## src/rtl/puf_response_collector.sv

```systemverilog
// puf_response_collector
// Drives a ring-oscillator PUF with an LFSR-generated challenge sequence,
// captures one response per ready pulse, concatenates the responses into a
// key (first response in the MSBs) and accumulates their total Hamming weight.
// A per-wait timeout aborts the run if the PUF stops answering.
module puf_response_collector #(
    parameter int N_CHALL = 4,
    parameter int HW_W    = 6,
    parameter int TIMEOUT = 1024,
    parameter int TO_W    = 10
) (
    input  logic                   clk,
    input  logic                   rst,
    input  logic                   start,
    input  logic [7:0]             seed,
    input  logic                   puf_ready,
    input  logic [7:0]             puf_response,
    output logic                   puf_en,
    output logic [7:0]             puf_chall,
    output logic                   busy,
    output logic [8*N_CHALL-1:0]   key,
    output logic                   key_valid,
    output logic [HW_W-1:0]        hw_total,
    output logic                   timeout_err
);

    localparam int KW   = 8 * N_CHALL;
    localparam int RC_W = $clog2(N_CHALL + 1);

    typedef enum logic [2:0] {
        S_IDLE     = 3'd0,
        S_ISSUE    = 3'd1,
        S_WAIT_RDY = 3'd2,
        S_WAIT_LOW = 3'd3,
        S_DONE     = 3'd4,
        S_ERROR    = 3'd5
    } state_t;

    // Number of set bits in one 8-bit response.
    function automatic logic [3:0] popcount8(input logic [7:0] v);
        logic [3:0] s;
        s = 4'd0;
        for (int i = 0; i < 8; i++) begin
            s = s + {3'd0, v[i]};
        end
        return s;
    endfunction

    state_t            r_state;
    logic [7:0]        r_chall;
    logic [RC_W-1:0]   r_round;
    logic [TO_W-1:0]   r_to_cnt;
    logic              r_puf_en;
    logic [7:0]        r_puf_chall;
    logic              r_busy;
    logic [KW-1:0]     r_key;
    logic              r_key_valid;
    logic [HW_W-1:0]   r_hw_total;
    logic              r_timeout_err;

    logic [KW-1:0]     w_key_next;
    logic [7:0]        w_chall_next;
    logic [3:0]        w_resp_weight;
    logic              w_to_expired;
    logic              w_last_round;

    // Next-value datapath: key shift-in, LFSR step, response weight, timeout and last-round flags.
    always_comb begin
        w_key_next      = r_key << 8;
        w_key_next[7:0] = puf_response;
        w_chall_next    = {r_chall[6:0], r_chall[7] ^ r_chall[5] ^ r_chall[4] ^ r_chall[3]};
        w_resp_weight   = popcount8(puf_response);
        w_to_expired    = (r_to_cnt == TO_W'(TIMEOUT - 1));
        w_last_round    = (r_round == RC_W'(N_CHALL));
    end

    // Run-control FSM with all outputs registered; reset has priority over everything.
    always_ff @(posedge clk) begin
        if (!rst) begin
            r_state       <= S_IDLE;
            r_chall       <= 8'h00;
            r_round       <= '0;
            r_to_cnt      <= '0;
            r_puf_en      <= 1'b0;
            r_puf_chall   <= 8'h00;
            r_busy        <= 1'b0;
            r_key         <= '0;
            r_key_valid   <= 1'b0;
            r_hw_total    <= '0;
            r_timeout_err <= 1'b0;
        end else begin
            case (r_state)
                S_IDLE, S_DONE, S_ERROR: begin
                    if (start) begin
                        r_key         <= '0;
                        r_hw_total    <= '0;
                        r_key_valid   <= 1'b0;
                        r_timeout_err <= 1'b0;
                        r_round       <= '0;
                        r_chall       <= (seed == 8'h00) ? 8'h01 : seed;
                        r_busy        <= 1'b1;
                        r_state       <= S_ISSUE;
                    end else begin
                        r_state <= r_state;
                    end
                end
                S_ISSUE: begin
                    r_puf_chall <= r_chall;
                    r_puf_en    <= 1'b1;
                    r_to_cnt    <= '0;
                    r_state     <= S_WAIT_RDY;
                end
                S_WAIT_RDY: begin
                    if (puf_ready) begin
                        r_key      <= w_key_next;
                        r_hw_total <= r_hw_total + HW_W'(w_resp_weight);
                        r_round    <= r_round + RC_W'(1);
                        r_to_cnt   <= '0;
                        r_state    <= S_WAIT_LOW;
                    end else if (w_to_expired) begin
                        r_timeout_err <= 1'b1;
                        r_busy        <= 1'b0;
                        r_puf_en      <= 1'b0;
                        r_key_valid   <= 1'b0;
                        r_to_cnt      <= '0;
                        r_state       <= S_ERROR;
                    end else begin
                        r_to_cnt <= r_to_cnt + TO_W'(1);
                    end
                end
                S_WAIT_LOW: begin
                    if (!puf_ready) begin
                        r_to_cnt <= '0;
                        if (w_last_round) begin
                            r_key_valid <= 1'b1;
                            r_busy      <= 1'b0;
                            r_puf_en    <= 1'b0;
                            r_state     <= S_DONE;
                        end else begin
                            r_chall <= w_chall_next;
                            r_state <= S_ISSUE;
                        end
                    end else if (w_to_expired) begin
                        r_timeout_err <= 1'b1;
                        r_busy        <= 1'b0;
                        r_puf_en      <= 1'b0;
                        r_key_valid   <= 1'b0;
                        r_to_cnt      <= '0;
                        r_state       <= S_ERROR;
                    end else begin
                        r_to_cnt <= r_to_cnt + TO_W'(1);
                    end
                end
                default: begin
                    r_state <= S_IDLE;
                end
            endcase
        end
    end

    assign puf_en      = r_puf_en;
    assign puf_chall   = r_puf_chall;
    assign busy        = r_busy;
    assign key         = r_key;
    assign key_valid   = r_key_valid;
    assign hw_total    = r_hw_total;
    assign timeout_err = r_timeout_err;

endmodule

```

## config.mk

```make
export PLATFORM = sky130hd
export DESIGN_NAME = puf_response_collector
export DESIGN_NICKNAME = d
export VERILOG_FILES = /design/src/rtl/puf_response_collector.sv
export SDC_FILE = /design/constraint.sdc
export NUM_CORES = 1
export LEC_CHECK = 0
export CAP_MARGIN = 20
export CORE_MARGIN = 2
export CORE_UTILIZATION = 50
export DETAILED_ROUTE_END_ITERATION = 6
export PLACE_DENSITY = 0.78
export SETUP_SLACK_MARGIN = 0.3
export SYNTH_ARGS = -nofsm -noshare
export SYNTH_HDL_FRONTEND = slang
export SYNTH_SLANG_ARGS = --single-unit
```

## constraint.sdc

```tcl
create_clock -name clk -period 3.6 [get_ports clk]
set_input_delay 0.36 -clock clk [delete_from_list [all_inputs] [get_ports clk]]
set_output_delay 0.36 -clock clk [all_outputs]
set_load 0.05 [all_outputs]
```

Word level (Yosys, flattened, before mapping)
Index checks and enable logic that the tools add are counted.

Bits in registers: 74. Output and inout bits: 50. Input bits: 20.

Bitwise logic cells: 3. Eq/ne operators: 14. Reduce and logical (&&, ||, !) cells: 12. $add $sub $neg: 10. Multiplexer cells: 44.

Operators by type and width (count): $mux 32 (2); $pmux 32 s2 (1); $mux 8 (4); $mux 10 (3); $pmux 10 s3 (1); $mux 3 (7); $add 4x1->4 (4); $mux 1 (16); $pmux 8 s2 (1); $mux 6 (2); $ne 2x2->1 const B (6); $pmux 1 s3 (4); $pmux 3 s4 (1); $pmux 6 s2 (1); $reduce_and 4->1 (3); $add 10x1->10 const B (1); $eq 10x10->1 const B (1); $eq 3x3->1 const B (3); $logic_not 8->1 (1); $add 6x4->6 (1); $eq 3x2->1 const B (2); $pmux 3 s2 (1); $reduce_and 3->1 (2); $reduce_bool 3->1 (2); 10 further kinds (13).

Logic depth before layout (Yosys ltp)
Word-level depth: 10. Mapped depth: 12. Mapped depth without buffers: 12.

Least setup slack after synthesis
Ideal clock, no wire load.

Path type: in2reg. Start point: input puf_response[0]. End point: register r_hw_total[4], in the netlist hw_total[4]. Arrival time: 3134 ps. Slack: 349 ps. Setup time: 117 ps. Path buffers: 0. Stages: 11. Data required time: 3483 ps. Cells stage by stage: fa_1 -> inv_1 -> fa_1 -> fa_1 -> fa_1 -> fa_1 -> nor2b_1 -> o21ai_0 -> a21oi_2 -> xnor2_1 -> nor2_1.

Longest elaborated chain between the ends: 10.

Ends and longest elaborated chain: start, declared (RTL line 17) `input logic [7:0] puf_response,`; $add 1x1->2 (RTL line 44) `s = s + {3'd0, v[i]};`; $add 2x1->3 (RTL line 44); $add 3x1->4 (RTL line 44); $add 4x1->4 (4 in a row) (RTL line 44); $add 6x4->6 (RTL line 116) `r_hw_total <= r_hw_total + HW_W'(w_resp_weight);`; $mux 6 (RTL line 114) `if (puf_ready) begin`; $pmux 6 s2 (RTL line 92) `case (r_state)`; end signal, assigned (RTL line 116); end, declared (RTL line 58) `logic [HW_W-1:0] r_hw_total;`.

No other way between the ends. The select of a mux whose other input is x is not followed. A chain may end at the register's enable or synchronous reset.

Worst setup path in the final report
Start point: input puf_response[3]. End point: register r_hw_total[4], in the netlist hw_total[4].

Longest elaborated chain between the ends: 8.

Ends and longest elaborated chain (RTL line): $add 3x1->4 (44); $add 4x1->4 (4 in a row) (44); $add 6x4->6 (116); $mux 6 (114); $pmux 6 s2 (92).

No other way between the ends. The select of a mux whose other input is x is not followed.

==> results.py <==
metrics = {
    "logic_synthesis": {
        "synth_edf_count": 0,
        "ys_types": 60,
        "postSynthCellCount": 378,
        "async_flop_share_pct": 0,
        "synthTopCellsByArea": "dfxtp_1 (42%), nor2b_1 (9.0%), a22oi_1 (7.4%)",
        "netlist.area_leader.share_pct": 41.69,
        "synth.most_common_cell": "dfxtp_1",
        "ys_seq_elements": 74,
        "synthFlopType": "dfxtp_1",
        "avgSynthCellArea_um2": 9.401,
        "synth_nets": 412,
        "netlist_area_um2": 3553,
        "ys_seq_area_share_pct": 41.69,
        "yosysTopAreaCell": "dfxtp_1",
        "yosysWarnings": 0,
        "synthTopCellsByCount": "dfxtp_1 (74), nor2b_1 (51), a22oi_1 (35)",
    },
    "clock_network": {
        "htreeDepth": 3,
        "root_buffer": "clkbuf_8",
        "cts_made_buffers": 9,
        "tritoncts": "yes",
        "cts_max_path_buffers": 2,
        "clkLatencyLatePin_ns": 0.35,
        "clkTransAtPathRegs_ns": 0.08,
        "cts_sinks": 74,
    },
    "run": {
        "drv_cap": 0,
    },
    "floorplanning": {
        "start_util_pct": 52.01,
        "core_area_um2": 6832,
        "ioPinCount": 70,
        "die_h_um": 88.30,
        "dieArea_um2": 7797,
        "fp-row-count": 30,
        "die_x_um": 88.30,
    },
    "timing": {
        "tightest_slew_ns": 0.9851,
        "hold_viol_final": 0,
        "slew_headroom_pct": 34.08,
        "fin_crit_ns": 3.140,
        "setup_viol": 0,
        "slew_viol_final": 0,
        "min_period_over_period_pct": 87.22,
        "whs_ns": 0.4693,
        "max_freq_mhz": 318.5,
        "clock_skew_ns": 0.01017,
        "rsz0062_at_grt": "no",
    },
    "worst_setup_path": {
        "path_class": "in2reg",
        "cp-start-kind": "primary input",
        "worst_setup_path_end_kind": "flop",
        "path_max_fanout": 2,
        "arrival_ns": 3.39,
        "worstPathRequired_ns": 3.85,
    },
    "final_layout": {
        "area_growth_pct": 25.92,
        "layout.nets": 473,
        "drive_gt1_share_pct": 9.009,
        "diodes": 0,
        "final_cell_area_um2": 4474,
    },
    "drt": {
        "drt.antenna.violating_nets": 0,
        "drtIter0Drc": 117,
        "remaining_drc_errors": 0,
        "drt_wl_total_mm": 7.694,
        "vias": 2942,
        "drtPass1Iterations": 4,
        "routedWlPerCell_um": 14.25,
        "viasPerCell": 5.448,
    },
    "place": {
        "io_buffers": 69,
        "place_congestion": 0.7813,
        "dpl.hpwl_mm": 5.251,
        "detailed_place.area_um2": 4257,
    },
    "global_route": {
        "grt_pass1_vias": 2768,
        "grt_max_degree": 42,
        "gr-total-overflow": 0,
        "grt_pass1_wl_mm": 12.65,
        "grt_antenna_before_repair": 0,
        "grt.total_usage_pct": 20.48,
    },
    "pwr": {
        "peakVddDrop_uv": 285.0,
        "power_density_nw_per_um2": 467.7,
        "p_leak_nw": 1.693,
    },
    "worst_hold_path": {
        "hold_path.class": "in2reg",
    },
    "run_status": {
        "status": "completed",
    },
}
==> critical path: stages <==
cell and delay [ns]:
dlygate4sd2_1 0.26, fa_1 0.51, inv_1 0.05, fa_1 0.50, fa_1 0.44, fa_2 0.38, fa_2 0.35, nor2b_1 0.11
o21ai_1 0.10, a21oi_2 0.15, xnor2_1 0.13, nor2_1 0.05
==> per-stage QoR <==
stage	setup WS (ns)	instances	TNS, ns	util [%]	power [mW]
after CTS	0.3014	540	0	65.49	2.109
final	0.4602	540	0	65.49	2.093
after floorplan	0.3489	378	0	-	1.311
after global routing	0.3288	540	0	65.49	2.197
after detailed placement	-0.2820	523	-0.3303	62.31	1.427
after global placement	-0.2226	523	-0.2272	62.31	1.413
==> cell type report <==
| type | instances | area, µm² |
|---|---|---|
| clock buffer | 9 | 123.9 |
| clock inverter | 7 | 83.83 |
| fill | 610 | 2357 |
| inverter | 16 | 60.06 |
| multi-input combinational | 265 | 1892 |
| sequential | 74 | 1481 |
| tap | 96 | 120.1 |
| timing repair buffer | 73 | 713.2 |
==> power by group <==
group / internal [mW] / switching [mW] / total, mW
clock: 0.333 / 0.345 / 0.679
sequential: 0.862 / 0.0540 / 0.916
combinational: 0.198 / 0.300 / 0.498
total: 1.39 / 0.700 / 2.09
==> repair_timing <==
item	in CTS	in global routing
buffers inserted	1	0
gates resized for setup	7	0
setup endpoints to repair	1	2
pin swaps	8	5
hold buffers	0	0
==> routing by layer <==
layer | track usage [%] | routed length [µm] | share of wire, % | up-vias
li1 | - | - | - | 1451
met1 | 26.05 | 3512 | 46 | 1397
met2 | 34.65 | 3655 | 48 | 83
met3 | 4.291 | 409 | 5.3 | 11
met4 | 7.025 | 118 | 1.5 | 0
met5 | 0 | 0 | 0 | -
==> logic make-up (layout without fill, tap and decap cells) <==
family,after synthesis,count (layout),share of synthesized area (%)
AND/OR/NAND/NOR,138,138,22.57
AO/OA/AOI/OAI,89,89,17.92
flip-flops,74,74,41.69
buffers and inverters,39,105,5.211
adder cells (fa/ha/maj),15,15,6.268
multiplexers,13,13,3.662
XOR/XNOR,10,10,2.676
==> layout by cell type (no fill, tap or decap), types with 3 or more instances in the layout <==
| cell type | count |
|---|---|
| dfxtp_1 | 74 |
| clkdlybuf4s50_1 | 65 |
| nor2b_1 | 51 |
| a22oi_1 | 35 |
| nand2_1 | 21 |
| inv_1 | 16 |
| nor2_1 | 16 |
| nand3_1 | 14 |
| mux2i_1 | 13 |
| a21oi_1 | 10 |
| o21ai_0 | 9 |
| ha_1 | 9 |
| clkbuf_8 | 9 |
| o211a_1 | 7 |
| o21ai_1 | 6 |
| xnor2_1 | 6 |
| and2_1 | 5 |
| nor3_1 | 4 |
| or3_1 | 4 |
| buf_4 | 4 |
| xor2_1 | 3 |
| a21boi_1 | 3 |
| fa_1 | 3 |
| inv_6 | 3 |
==> registers in the layout (all words and copies together), names as in the netlist <==
name	flops
key	32
r_to_cnt	10
puf_chall	8
r_chall	8
hw_total	6
r_round	3
r_state	3
busy	1
key_valid	1
puf_en	1
timeout_err	1
==> worst paths after layout <==
| check | from | to | slack, ns | cells after the start |
|---|---|---|---|---|
| worst max-delay path | puf_response[3] | hw_total[4]$_SDFFE_PN0P_ | 0.46 | 12 |
| worst min-delay path | puf_response[0] | key[0]$_SDFFE_PN0P_ | 0.47 | 3 |
| worst max register to register | hw_total[0]$_SDFFE_PN0P_ | hw_total[4]$_SDFFE_PN0P_ | 0.86 | 10 |
| worst min register to register | timeout_err$_SDFFE_PN0P_ | timeout_err$_SDFFE_PN0P_ | 0.49 | 2 |
Power figures use the tool's default switching activity.
